## src/rtl/l1_mem_arbiter_pkg.sv

```systemverilog
// Shared types for the L1 memory arbiter: return-queue entry and arbiter FSM state.
package l1_arb_types;
  localparam int L1_ARB_NUM_REQ = 4;
  localparam int L1_ARB_SIZE_W  = 5;
  localparam int L1_ARB_ID_W    = $clog2(L1_ARB_NUM_REQ);

  typedef struct packed {
    logic [L1_ARB_ID_W-1:0]   id;
    logic [L1_ARB_SIZE_W-1:0] size;
  } ret_entry_t;

  typedef enum logic [0:0] {
    IDLE  = 1'b0,
    GRANT = 1'b1
  } arb_state_t;
endpackage

```

## src/rtl/l1_mem_arbiter_ret_fifo.sv

```systemverilog
// In-order return queue of accepted reads; head is visible combinationally.
module l1_arb_ret_fifo
  import l1_arb_types::*;
#(
  parameter int DEPTH = 4
) (
  input  logic       clk,
  input  logic       rst,
  input  logic       push,
  input  ret_entry_t push_entry,
  input  logic       pop,
  output logic       full,
  output logic       empty,
  output ret_entry_t head
);
  localparam int AW = $clog2(DEPTH);
  localparam logic [AW:0] PTR_ONE = (AW + 1)'(1);

  ret_entry_t       entries [DEPTH];
  logic [AW:0]      wr_ptr_reg;
  logic [AW:0]      rd_ptr_reg;
  logic             do_push;
  logic             do_pop;

  // The extra wrap bit distinguishes full from empty when the indices match.
  assign empty   = (wr_ptr_reg == rd_ptr_reg);
  assign full    = (wr_ptr_reg[AW] != rd_ptr_reg[AW]) &&
                   (wr_ptr_reg[AW-1:0] == rd_ptr_reg[AW-1:0]);
  assign do_pop  = pop && !empty;
  assign do_push = push && (!full || do_pop);
  assign head    = entries[rd_ptr_reg[AW-1:0]];

  always_ff @(posedge clk) begin
    if (rst) begin
      wr_ptr_reg <= '0;
      rd_ptr_reg <= '0;
    end else begin
      if (do_push) wr_ptr_reg <= wr_ptr_reg + PTR_ONE;
      if (do_pop)  rd_ptr_reg <= rd_ptr_reg + PTR_ONE;
    end
  end

  always_ff @(posedge clk) begin
    if (do_push) entries[wr_ptr_reg[AW-1:0]] <= push_entry;
  end
endmodule

```

## src/rtl/l1_mem_arbiter.sv

```systemverilog
// Round-robin arbiter sharing one memory port among L1 requesters, with
// in-order routing of returning read bursts to their owners.
module l1_mem_arbiter
  import l1_arb_types::*;
#(
  parameter int NUM_REQ   = L1_ARB_NUM_REQ,
  parameter int RET_DEPTH = 4,
  parameter int SIZE_W    = L1_ARB_SIZE_W
) (
  input  logic                           clk,
  input  logic                           rst,
  input  logic [NUM_REQ-1:0]             req_request,
  input  logic [NUM_REQ-1:0][31:0]       req_addr,
  input  logic [NUM_REQ-1:0]             req_rnw,
  input  logic [NUM_REQ-1:0][SIZE_W-1:0] req_size,
  input  logic [NUM_REQ-1:0][31:0]       req_data,
  input  logic [NUM_REQ-1:0][3:0]        req_be,
  output logic [NUM_REQ-1:0]             req_ack,
  output logic [NUM_REQ-1:0]             rsp_data_valid,
  output logic [31:0]                    rsp_data,
  output logic                           mem_request,
  output logic [31:0]                    mem_addr,
  output logic                           mem_rnw,
  output logic [SIZE_W-1:0]              mem_size,
  output logic [31:0]                    mem_data,
  output logic [3:0]                     mem_be,
  input  logic                           mem_ack,
  input  logic                           mem_rd_data_valid,
  input  logic [31:0]                    mem_rd_data
);
  localparam int ID_W = $clog2(NUM_REQ);

  arb_state_t        state_reg;
  logic [ID_W-1:0]   grant_reg;
  logic [ID_W-1:0]   rr_ptr_reg;
  logic [ID_W-1:0]   grant_next;
  logic [SIZE_W-1:0] word_cnt_reg;
  logic [NUM_REQ-1:0] eligible;
  logic              accept;
  logic              rd_valid;
  logic              last_word;
  logic              fifo_full;
  logic              fifo_empty;
  ret_entry_t        fifo_head;
  ret_entry_t        push_entry;

  // Rotate so the pointer sits at bit 0, take the lowest set bit, rotate back.
  function automatic logic [ID_W-1:0] rr_pick(input logic [NUM_REQ-1:0] elig,
                                              input logic [ID_W-1:0]    ptr);
    logic [NUM_REQ-1:0] rot;
    logic [ID_W-1:0]    idx;
    rot = NUM_REQ'({elig, elig} >> ptr);
    idx = '0;
    for (int i = NUM_REQ - 1; i >= 0; i--) begin
      if (rot[i]) idx = ID_W'(i);
    end
    return ID_W'((32'(idx) + 32'(ptr)) % NUM_REQ);
  endfunction

  // Reads are held back while the return queue cannot take another entry.
  assign eligible   = req_request & ~(req_rnw & {NUM_REQ{fifo_full}});
  assign accept     = (state_reg == GRANT) && mem_ack;
  assign grant_next = (32'(grant_reg) == NUM_REQ - 1) ? '0 : grant_reg + ID_W'(1);

  always_ff @(posedge clk) begin
    if (rst) begin
      state_reg  <= IDLE;
      grant_reg  <= '0;
      rr_ptr_reg <= '0;
    end else begin
      case (state_reg)
        IDLE: begin
          if (|eligible) begin
            grant_reg <= rr_pick(eligible, rr_ptr_reg);
            state_reg <= GRANT;
          end
        end
        GRANT: begin
          if (mem_ack) begin
            rr_ptr_reg <= grant_next;
            state_reg  <= IDLE;
          end
        end
        default: state_reg <= IDLE;
      endcase
    end
  end

  assign mem_request = (state_reg == GRANT);
  assign mem_addr    = req_addr[grant_reg];
  assign mem_rnw     = req_rnw[grant_reg];
  assign mem_size    = req_size[grant_reg];
  assign mem_data    = req_data[grant_reg];
  assign mem_be      = req_be[grant_reg];

  assign push_entry = '{id: grant_reg, size: mem_size};

  l1_arb_ret_fifo #(
    .DEPTH(RET_DEPTH)
  ) u_ret_fifo (
    .clk       (clk),
    .rst       (rst),
    .push      (accept && mem_rnw),
    .push_entry(push_entry),
    .pop       (last_word),
    .full      (fifo_full),
    .empty     (fifo_empty),
    .head      (fifo_head)
  );

  // A word arriving with nothing outstanding has no owner and is dropped.
  assign rd_valid  = mem_rd_data_valid && !fifo_empty;
  assign last_word = rd_valid && (word_cnt_reg == fifo_head.size);
  assign rsp_data  = mem_rd_data;

  always_ff @(posedge clk) begin
    if (rst) begin
      word_cnt_reg <= '0;
    end else if (rd_valid) begin
      word_cnt_reg <= last_word ? '0 : word_cnt_reg + SIZE_W'(1);
    end
  end

  for (genvar gi = 0; gi < NUM_REQ; gi++) begin : g_route
    assign req_ack[gi]        = accept && (grant_reg == ID_W'(gi));
    assign rsp_data_valid[gi] = rd_valid && (fifo_head.id == ID_W'(gi));
  end

  rd_when_empty: assert property (@(posedge clk) disable iff (rst)
                                  !(mem_rd_data_valid && fifo_empty));
endmodule

```

## config.mk

```make
export PLATFORM = sky130hd
export DESIGN_NAME = l1_mem_arbiter
export DESIGN_NICKNAME = d
export VERILOG_FILES = /design/src/rtl/l1_mem_arbiter_pkg.sv /design/src/rtl/l1_mem_arbiter_ret_fifo.sv /design/src/rtl/l1_mem_arbiter.sv
export SDC_FILE = /design/constraint.sdc
export NUM_CORES = 1
export LEC_CHECK = 0
export ABC_AREA = 1
export BUFFER_PORTS_ARGS = -buffer_cell sky130_fd_sc_hd__buf_2
export CORE_AREA = 3 3 174 176
export DETAILED_ROUTE_END_ITERATION = 6
export DIE_AREA = 0 0 177 179
export HOLD_SLACK_MARGIN = 0.03
export SYNTH_ARGS = -nofsm -noshare
export SYNTH_HDL_FRONTEND = slang
export SYNTH_HIERARCHICAL = 1
export SYNTH_SLANG_ARGS = --single-unit
```

## constraint.sdc

```tcl
create_clock -name clk -period 3 [get_ports clk]
set_input_delay 0.6 -clock clk [delete_from_list [all_inputs] [get_ports clk]]
set_output_delay 0.6 -clock clk [all_outputs]
set_load 0.05 [all_outputs]
```

; After elaboration in Yosys (flattened, before gate mapping)
; Memories as Yosys holds them, arrays and structs flattened. A register that Yosys moved wholly into a read port is not among the register bits.
; Cells that the tools add are included.
[word_totals]
regBits = 16
ramBits = 28
out_inout_bits = 115
elab_cells = 77
memories = 1
[classes]
add_sub_neg = 5
n_lt_le_gt_ge = 1
eq_ne = 10
shift = 1
mux = 26
n_bitwise = 4
reduce_logical = 23
[mem_list]
columns = memory, depth, width, read_ports, rd_ports_with_merged_regs, wr, line
row1 = u_ret_fifo.entries, 4, 7, 1, 1, 1, l1_mem_arbiter_ret_fifo.sv:19  ; ret_entry_t entries [DEPTH];
[op_table]
columns = cell, n
row1 = binary-select mux 32 bit (select 2 bit), 2
row2 = 2-to-1 mux 32 bit, 2
row3 = 2-to-1 mux 2 bit, 10
row4 = logical AND 1 bit, 15
row5 = binary-select mux 5 bit (select 2 bit), 1
row6 = 2-to-1 mux 5 bit, 2
row7 = bitwise AND 4 bit, 2
row8 = binary-select mux 4 bit (select 2 bit), 1
row9 = equality test 2 bit (second input constant), 4
row10 = >> shifter 8 x 2 -> 4 bit, 1
row11 = adder 3 x 1 -> 3 bit (second input constant), 2
row12 = adder 5 x 1 -> 5 bit (second input constant), 1
row13 = equality test 5 bit, 1
row14 = 2-to-1 mux 1 bit, 5
row15 = equality test 2 x 1 -> 1 bit (second input constant), 2
row16 = logical NOT 2 bit, 2
row17 = 2-to-1 mux 4 bit, 1
row18 = NOT 4 bit, 1
row19 = AND reduction 2 bit, 2
row20 = OR reduction 4 bit, 1
row21 = equality test 3 bit, 1
row22 = < comparator 2 x 3 -> 1 bit (second input constant), 1
row23 = adder 2 x 1 -> 2 bit (second input constant), 1
row24 = adder 2 bit, 1
row25 = 7 further kinds, 8

; Depth between registers and ports, before layout
; Gate-level depths: netlist of the first run.
[logic_depth]
ltp_word = 14
ltp_mapped = 18

; By module
; The synthesis of the first run kept the hierarchy.
[by_module_without_submodules]
columns = module, instances, cells_each, area_each_um2, seq_area_each_um2
row1 = l1_mem_arbiter, 1, 580, 3141.8, 200.2
row2 = l1_arb_ret_fifo, 1, 133, 1500.2, 1001.0

; Worst setup path before layout of the first run
; No wires, ideal clock.
[synth_timing]
path_type = reg2out
start = reg (tool-made name)
end = out rsp_data_valid[2]
t_arrival_ps = 2012
required_time_ps = 2400
slack_ps = 388
stages_incl_launch_ff = 7
path_buffers = 1
path_cell_list = dfxtp_1 inv_2 buf_2 nor2_1 o22ai_1 inv_1 nor3_1
[synth_rtl]
columns = item, line
row1 = "end, declared", l1_mem_arbiter.sv:19  ; output logic [NUM_REQ-1:0] rsp_data_valid,

; Final worst setup path of the first run
[layout_timing]
start = reg grant_reg[1]
end = out mem_size[2]
[layout_between]
elab_chain_cells = 2
[layout_lines]
columns = item, line
row1 = "start, declared", l1_mem_arbiter.sv:34  ; logic [ID_W-1:0] grant_reg;
row2 = "start signal, assigned", l1_mem_arbiter.sv:74  ; grant_reg <= rr_pick(eligible, rr_ptr_reg);
row3 = binary-select mux 5 bit (select 2 bit), l1_mem_arbiter.sv:92  ; assign mem_size = req_size[grant_reg];
row4 = 2-to-1 mux 5 bit (implied by the code), l1_mem_arbiter.sv:92
row5 = "end, declared", l1_mem_arbiter.sv:24  ; output logic [SIZE_W-1:0] mem_size,
; Every way passes these cells. The select of a mux whose other input is x is not followed.

==> results.md, run 1 <==
* Run status: completed
* Required time of the critical path at between 2 and 2.5 ns
* IO Count at 451
* YS warnings at 6
* Ys async rst share at 0%
* Setup TNS at 0 ns
* Global-route wire length before repair at 33890 microns
* CP max FO at 81
* Final setup skew at 0.007195 ns
* Fmax at 358.3 MHz
* Final Util at 24.05%
* PD cells at 491.1 mW/mm^2
* Clock transition at the registers of the reported paths at 0.07 ns
* Initial antenna violation count at 2
* Rows at 62
* CTS tree: built
* Netlist cell types at 31
* Vert. Die Dim at 179 microns
* GR Util All Layers at 13.59%
* Post-Syn Nets at 1060
* Normalized max-slew margin at 58.26%
* Antenna-violating nets left at 0
* Number of DRC markers in iteration 0 at 414
* Final net count at 1387
* Avg Inst Size Synth at between 6 and 7 sq um
* Hold Vio Cnt, Final at 0
* Final setup violation count at 0
* Layout cell share with drive strength beyond 1 at about two fifths
* Hold_ws at about 0.50 ns
* Grt total ovfl at 0
* I/O Buffers at 386
* Post-synth EDFFs at 28
* Peak VDD IR at 0.2514 mV
* Top_reg_cell synth: edfxtp_1
* Leak at 3.253 nW
* Initial Util at 16.13%
* HPWL after DPL at 19460 microns
* Cells after Synth at 713
* Via density at 4.473
* Drt wl/cell at between 15 and 20 microns
* Worst-margin pin slew at 0.6261 ns
* Vias in the first global route at 5914
* Max-Cap Viols at 0
* TritonRoute pass-1 iters at 5
* Hold crit path type: flop to flop
* Synthesis-to-layout area growth at 49.14%
* Synthesized area at roughly 0.0046 sq mm
* Clock Sink Count at 46
* Critical path startpoint category: flop
* Residual DRC at 0
* Htree depth at 2
* Core footprint at between 0.02 and 0.03 sq mm
* Die area at 0.03168 sq mm
* Sequential area share after synthesis at 25.88%
* Final Power at 0.003400 W
* RSZ-0062 raised after global routing: false
* Via Count at 6379
* Period utilization at around 93%
* Tmin final at 2.791 ns
* WP data arrival at roughly 2.2 ns
* Max FFs per register at 28
* DIE WIDTH at roughly 180 microns
* TritonCTS Buffers at 5
* Largest net degree at the start of global routing at 90
* GP Congestion at 0.9431
* CTS max path bufs at 2
* Pre-CTS WS at between 0.2 and 0.3 ns
* CP endpoint kind: output pin
* Final Max Tran Viols at 0
* Synthesized flop and latch total at 46
* Crit Path Category: flop to output pin
* WL final at 23490 microns
* Setup WS post-layout at 0.2089 ns
* Worst-Skew Late Latency at 0.29 ns
* Root Buffer: clkbuf_16
[cell usage after synthesis (4+ instances only)]
cell	instances	area share, %
a21oi_1	11	1.2
buf_2	11	1.2
buf_4	36	5.8
buf_6	11	2.7
clkbuf_1	23	1.9
dfxtp_1	18	7.8
edfxtp_1	28	18
ha_1	11	3.0
inv_1	31	2.5
inv_2	4	0.32
nand2_1	38	3.1
nand2_2	8	1.1
nand3_1	15	1.6
nand3_2	6	1.3
nor2_1	185	15
nor3_1	6	0.65
o21ai_0	137	15
o21ai_1	32	3.5
o22ai_1	80	11
or2_1	4	0.54
xor2_1	4	0.75
[final cells by class]
type,instances,area (sq um)
Antenna cell,1,2.502
Clock buffer,5,125.1
Clock inverter,3,26.28
Fill cell,3209,21860
Inverter,36,137.6
Multi-Input combinational cell,549,2765
Sequential cell,46,1206
Tap cell,384,480.5
Timing Repair Buffer,402,2180
[what timing repair did]
item,in CTS,in global routing
hold buffers,0,0
gates resized for setup,0,1
setup buffers,0,0
endpoints found under the setup margin,0,7
[metal layers]
metal | GRT usage, % | vias to the layer above | share of wire, %
li1 | - | 3102 | -
met5 | 0 | - | 0.085
met4 | 2.488 | 2 | 1.5
met3 | 2.647 | 27 | 7.7
met1 | 17.99 | 2924 | 41
met2 | 23.17 | 324 | 50
[final timing paths]
path	slack, ns	from	endpoint	depth (start not counted)
max	0.21	grant_reg[1]	mem_size[2]	4
min	0.50	u_ret_fifo/rd_ptr_reg[2]	u_ret_fifo/rd_ptr_reg[2]	2
max reg2reg	0.27	u_ret_fifo/wr_ptr_reg[1]	u_ret_fifo/entries[0][4]	15
min reg2reg	0.50	u_ret_fifo/rd_ptr_reg[2]	u_ret_fifo/rd_ptr_reg[2]	2
[kinds of logic (layout without fill, tap and decap cells)]
logic type / Yosys count / in the layout / synth area share [%]
AOI/OAI and AO/OA: 262 / 262 / 30.49
xor gates and xnor gates: 8 / 8 / 1.671
adders and majority gates: 11 / 11 / 2.965
buffers and inverters: 118 / 446 / 14.61
DFF: 46 / 46 / 25.88
other: 0 / 1 / 0
and+or+nand+nor: 268 / 268 / 24.39
[through the flow]
stage	std cells	area (sq um)
2_1_floorplan	713	4642
3_3_place_gp	1417	6766
3_5_place_dp	1417	6766
4_1_cts	1425	6918
5_1_grt	1426	6923
6_report	1426	6923
[report_power, final]
group	switching, W	internal (W)
Sequential	0.0000199	0.000704
Combinational	0.00151	0.000597
Clock	0.000256	0.000318
[placed cells by master (no fill, tap or decap), types with 9 or more instances in the layout]
master / instances
a21oi_1: 11
buf_12: 9
buf_2: 380
buf_4: 13
dfxtp_1: 16
edfxtp_1: 28
ha_1: 11
inv_1: 30
nand2_1: 38
nand3_1: 15
nor2_1: 184
o21ai_0: 137
o21ai_1: 32
o22ai_1: 80
[critical path, stage by stage, from the launching register on]
cell and delay [ns]:
dfxtp_2 0.36, buf_12 0.31, o21ai_0 0.27, o22ai_1 0.56
buf_2 0.38
Power figures use the tool's default switching activity.
==> inputs of run 2 (changes only) <==
--- a/config.mk
+++ b/config.mk
@@ -6,7 +6,7 @@
 export NUM_CORES = 1
 export LEC_CHECK = 0
 export ABC_AREA = 1
-export BUFFER_PORTS_ARGS = -buffer_cell sky130_fd_sc_hd__buf_2
+export BUFFER_PORTS_ARGS = -buffer_cell sky130_fd_sc_hd__buf_4
 export CORE_AREA = 3 3 174 176
 export DETAILED_ROUTE_END_ITERATION = 6
 export DIE_AREA = 0 0 177 179
==> run 2 against run 1 <==
- cell count down 0.21%
- flip-flop and latch count unchanged
- count of clock-buffer cells in the layout unchanged
- global-route usage increased by 0.29 points
- critical path depth rose by 7
- die area unchanged
- register-to-register slack worse by 0.08 ns
- utilization is 3.0 points higher
- sequential power hardly changed
- highest routed layer is now met4
==> results.md, run 2 (synthesis results as in run 1) <==
* GRT met3 Usage at 3.388% (+0.74 points)
* Final Power at 0.003560 W (+4.7%)
* Final Util at 27.03% (+3.0 points)
* Max-Cap Viols at 0 (unchanged)
* Initial Util at 16.13% (unchanged)
* Layout cell share with drive strength beyond 1 at 41.87% (-0.11 points)
* R2r setup slk at 0.19 ns (-0.08 ns)
* Non-filler cells, final at 1423 (-0.21%)
* Hold_buf cts at 0 (unchanged)
* Pre-CTS WS at 0.1985 ns (-0.06448 ns)
* Max FFs per register at 28 (unchanged)
* Clock Sink Count at 46 (unchanged)
* Placed Instances at 1415 (-0.14%)
* Required time of the critical path at 2.93 ns (+0.53 ns)
* I/O Buffers at 386 (unchanged)
* Final net count at 1385 (-0.14%)
* Crit Path Category: flop to flop
* Period utilization at 93.55% (+0.52 points)
* Initial antenna violation count at 0 (-2)
* Residual DRC at 0 (unchanged)
* Largest net degree at the start of global routing at 97 (+7.8%)
* HPWL after DPL at 19670 microns (+1.1%)
* Most common cell after layout, fill and taps aside: buf_4
* Run status: completed
* Hold Vio Cnt, Final at 0 (unchanged)
* Worst-margin pin slew at 0.5616 ns (-0.06446 ns)
* Setup WS post-layout at 0.1934 ns (-0.01555 ns)
* Final Max Tran Viols at 0 (unchanged)
* WP data arrival at 2.73 ns (+0.54 ns)
* TritonRoute pass-1 iters at 6 (+1)
* Vert. Die Dim at 179 microns (unchanged)
* Via Count at 6315 (-1.0%)
* Final setup skew at 0.005576 ns (-0.001619 ns)
* Antenna-violating nets left at 0 (unchanged)
* Peak VDD IR at 0.2086 mV (-17%)
* Clock transition at the registers of the reported paths at 0.07 ns (about the same)
* Synthesis-to-layout area growth at 67.60%
* Core footprint at 0.02878 sq mm (unchanged)
* GP Congestion at 0.8878 (-5.9%)
* TritonCTS Buffers at 5 (unchanged)
* Root Buffer: clkbuf_16
* Normalized max-slew margin at 62.42% (+4.2 points)
* CP max FO at 15 (-81%)
* CTS tree: built
* Critical path startpoint category: flop
* IO Count at 451 (unchanged)
* Global-route wire length before repair at 34460 microns (+1.7%)
* PD cells at 457.6 mW/mm^2 (-6.8%)
* DIE WIDTH at 177 microns (unchanged)
* Die area at 0.03168 sq mm (unchanged)
* Vias in the first global route at 6165 (+4.2%)
* CTS max path bufs at 2 (unchanged)
* Most frequent cells in the layout: buf_4, nor2_1, o21ai_0
* CP endpoint kind: flop
* Post CTS Setup Buffer Count at 0 (unchanged)
* Met1 usage at 17.31% (-0.68 points)
* Hold crit path type: flop to flop
* Fmax at 356.3 MHz (-0.55%)
* Hold_ws at 0.5106 ns (+0.006972 ns)
* Drt wl/cell at 16.87 microns (+2.4%)
* WL final at 24000 microns (+2.2%)
* Busiest grt layer: met2
* Number of DRC markers in iteration 0 at 508 (+23%)
* Number of diodes at 0 (-1)
* Htree depth at 2 (unchanged)
* RSZ-0062 raised after global routing: true
* GR Util met2 at 24.44% (+1.3 points)
* Rows at 62 (unchanged)
* GR Util All Layers at 13.87% (+0.29 points)
* Worst-Skew Late Latency at 0.29 ns (about the same)
* Leak at 3.532 nW (+8.6%)
* Tmin final at 2.807 ns (+0.01555 ns)
* Final setup violation count at 0 (unchanged)
* Grt total ovfl at 0 (unchanged)
* Via density at 4.438 (-0.79%)
-- run 2: changes by cell type in the layout (fill, tap and decap cells not counted) --
cell        delta
buf_12         -6
buf_2        -380
buf_4        +384
clkinv_4       +1
clkinvlp_4     +1
diode_2        -1
inv_6          -2
-- run 2: cell type report --
cell class,instances,area [sq um]
multi-input combinational,549,2765
clock inverter,3,25.02
clock buffer,5,125.1
sequential,46,1206
fill,3146,21000
inverter,36,137.6
timing repair buffer,400,3040
tap,384,480.5
-- run 2: metal layers --
metal / up-vias / wire length [microns] / part of all wire, %
met5: - / 0 / 0
met4: 0 / 382 / 1.6
met3: 22 / 1757 / 7.3
met2: 292 / 12130 / 51
met1: 2911 / 9735 / 41
li1: 3090 / - / -
-- run 2: worst paths after layout --
| path | start | endpoint | cells after the start |
|---|---|---|---|
| worst max-delay path | flop | u_ret_fifo/entries[1][5] | 11 |
| worst min register to register | u_ret_fifo/rd_ptr_reg[2] | u_ret_fifo/rd_ptr_reg[2] | 2 |
| worst max register to register | flop | u_ret_fifo/entries[1][5] | 11 |
| worst min-delay path | u_ret_fifo/rd_ptr_reg[2] | u_ret_fifo/rd_ptr_reg[2] | 2 |
-- run 2: report_power, final --
group / switching (W) / leakage, nW / internal [W]
logic: 0.00151 / 3.06 / 0.000777
clock network: 0.000239 / 0.0704 / 0.000313
registers: 0.0000199 / 0.402 / 0.000704
total: 0.00177 / 3.53 / 0.00179
-- run 2: worst max-delay path, stage by stage (launching register included) --
cell and delay (ns):
dfxtp_1 0.57, inv_2 0.19, o21ai_0 0.19, o22ai_1 0.11, a21oi_1 0.15, nand4_1 0.07, or2_1 0.26, inv_1 0.11
inv_1 0.06, nand4_2 0.12, nand2_2 0.13, nor2_1 0.47
-- run 2: stage by stage --
stage	instance area, sq um	setup TNS [ns]
floorplan	4642	0
global placement	7627	0
detailed placement	7627	0
CTS	7777	0
global route	7780	-1.755
finish	7780	0
-- run 2: timing repair --
| item | in CTS | in global routing |
|---|---|---|
| gates resized for setup | 0 | 1 |
| hold endpoints to repair | 0 | 0 |
| setup endpoints to repair | 0 | 21 |
==> inputs of run 3 (changes only) <==
--- a/config.mk
+++ b/config.mk
@@ -11,6 +11,7 @@
 export DETAILED_ROUTE_END_ITERATION = 6
 export DIE_AREA = 0 0 177 179
 export HOLD_SLACK_MARGIN = 0.03
+export RECOVER_POWER = 25
 export SYNTH_ARGS = -nofsm -noshare
 export SYNTH_HDL_FRONTEND = slang
 export SYNTH_HIERARCHICAL = 1
==> run 3 against run 2 <==
- routed wire length about the same
- setup slack lost 0.064 ns
- global-route usage unchanged
- non-clock buffer count unchanged
- power about the same
- first-iteration DRC count increased by 1.6%
- largest cell class unchanged
==> results.md, run 3 (synthesis results as in run 1) <==
* Vert. Die Dim at 179 microns (unchanged)
* R2r setup slk at 0.20 ns (about the same)
* Max FFs per register at 28 (unchanged)
* Setup WS post-layout at 0.1297 ns (-0.06368 ns)
* NetSw at 0.001767 W (about the same)
* Rows at 62 (unchanged)
* PD cells at 458.0 mW/mm^2 (about the same)
* CP endpoint kind: output pin
* Global-route wire length before repair at 34460 microns (unchanged)
* Cell depth of the worst min-delay path at 2 (unchanged)
* Critical path startpoint category: flop
* Post CTS Setup Buffer Count at 0 (unchanged)
* Period utilization at 95.68% (+2.1 points)
* WP data arrival at 2.27 ns (-0.46 ns)
* Sw frac at 49.65% (about the same)
* Number of DRC markers in iteration 0 at 516 (+1.6%)
* Final Power at 0.003559 W (about the same)
* Fmax at 348.4 MHz (-2.2%)
* R2R cell count at 11 (unchanged)
* Largest net degree at the start of global routing at 97 (unchanged)
* Clock transition at the registers of the reported paths at 0.07 ns (about the same)
* Final Max Tran Viols at 0 (unchanged)
* HPWL after DPL at 19670 microns (unchanged)
* Leak at 3.527 nW (-0.13%)
* Clock Sink Count at 46 (unchanged)
* WL final at 24020 microns (about the same)
* TritonRoute pass-1 iters at 6 (unchanged)
* Pre-CTS WS at 0.1985 ns (unchanged)
* Hold Path Origin: u_ret_fifo/rd_ptr_reg[2]
* RR Endpoint: u_ret_fifo/entries[1][5]
* Hold crit path type: flop to flop
* Initial Util at 16.13% (unchanged)
* Most common cell after layout, fill and taps aside: buf_4
* Antenna-violating nets left at 0 (unchanged)
* GR Util All Layers at 13.87% (unchanged)
* Final net count at 1385 (unchanged)
* Vias in the first global route at 6165 (unchanged)
* Hold EP: u_ret_fifo/rd_ptr_reg[2]
* Worst-margin pin slew at 0.6120 ns (+0.05037 ns)
* Synthesis-to-layout area growth at 67.41%
* Drt wl/cell at 16.88 microns (about the same)
* TritonCTS Buffers at 5 (unchanged)
* Final Util at 27.00% (-0.030 points)
* Hold Vio Cnt, Final at 0 (unchanged)
* Resized Gates After CTS at 0 (unchanged)
* Grt total ovfl at 0 (unchanged)
* Sequential Power Share at 20.3% (about the same)
* CTS max path bufs at 2 (unchanged)
* Max-Cap Viols at 0 (unchanged)
* Initial antenna violation count at 0 (unchanged)
* Final setup violation count at 0 (unchanged)
* Residual DRC at 0 (unchanged)
* Required time of the critical path at 2.40 ns (-0.53 ns)
* Via density at 4.443 (+0.11%)
* Most frequent cells in the layout: buf_4, nor2_1, o21ai_0
* GP Congestion at 0.8878 (unchanged)
* DIE WIDTH at 177 microns (unchanged)
* Fill count at 3151 (+0.16%)
* I/O Buffers at 386 (unchanged)
* RSZ-0062 raised after global routing: true
* Via Count at 6322 (+0.11%)
* Run status: completed
* P_int at 0.001792 W (-0.13%)
* Htree depth at 2 (unchanged)
* Peak VDD IR at 0.2086 mV (unchanged)
* Final setup skew at 0.005451 ns (-0.0001249 ns)
* Layout cell share with drive strength beyond 1 at 41.58% (-0.29 points)
* Clock power frac at 15.5% (about the same)
* Core footprint at 0.02878 sq mm (unchanged)
* Tmin final at 2.870 ns (+0.06368 ns)
* Crit Path Category: flop to output pin
* Normalized max-slew margin at 59.37% (-3.0 points)
* Die area at 0.03168 sq mm (unchanged)
* Number of diodes at 0 (unchanged)
* IO Count at 451 (unchanged)
* CP max FO at 96 (+81)
* Logic pwr share at 64.2% (about the same)
* Hold_buf cts at 0 (unchanged)
* Root Buffer: clkbuf_16
* Worst-Skew Late Latency at 0.29 ns (about the same)
* CTS tree: built
[run 3: changes by cell type in the layout (fill, tap and decap cells not counted)]
cell / previous run / this run
dfxtp_2: 1 / 0
dfxtp_1: 16 / 18
clkbuf_1: 0 / 1
buf_4: 397 / 396
dfxtp_4: 1 / 0
[run 3: worst max path at each step]
stage / startpoint / to / slack (ns) / depth (start not counted)
after floorplan: flop / rsp_data_valid[2] / 0.39 / 6
after detailed placement: flop / u_ret_fifo/entries[0][2] / 0.20 / 11
after global placement: flop / u_ret_fifo/entries[0][5] / 0.26 / 11
after global routing: flop / u_ret_fifo/entries[1][5] / -0.13 / 11
after CTS: flop / u_ret_fifo/entries[0][5] / 0.18 / 11
final: grant_reg[0] / mem_addr[6] / 0.13 / 4
[run 3: worst max-delay path, cell delays in order, from the launching register on]
cell     delay [ns]
dfxtp_1        0.62
buf_12         0.40
o21ai_0        0.25
o22ai_1        0.38
buf_4          0.28
[run 3: per-layer routing]
metal	routed length [microns]	GRT usage, %	vias up
li1	-	-	3089
met1	9746	17.31	2920
met2	12130	24.44	289
met3	1759	3.388	24
met4	386	2.586	0
met5	0	0	-
[run 3: layout make-up]
| type | instances | area [sq um] | area share [%] |
|---|---|---|---|
| sequential | 46 | 1201 | 15.46 |
| inverter | 36 | 137.6 | 1.771 |
| timing repair buffer | 400 | 3037 | 39.08 |
| clock buffer | 5 | 125.1 | 1.610 |
| clock inverter | 3 | 25.02 | 0.3220 |
| multi-input combinational | 549 | 2765 | 35.58 |
| tap | 384 | 480.5 | 6.183 |
[run 3: power by group through the flow]
stage	clock, W	sequential, W	combinational (W)
CTS	0.000569	0.000725	0.00230
floorplan	0	0.000736	0.00153
global placement	0	0.000739	0.00229
global route	0.000593	0.000725	0.00244
detailed placement	0	0.000738	0.00229
finish	0.000552	0.000723	0.00228
[run 3: metrics by stage]
stage,setup TNS (ns),instances,instance area [sq um],hold WS [ns]
floorplan,0,713,4642,0.4696
global placement,0,1415,7627,0.4923
detailed placement,0,1415,7627,0.5040
CTS,0,1423,7777,0.5134
global route,-1.808,1423,7771,0.5376
finish,0,1423,7771,0.5105
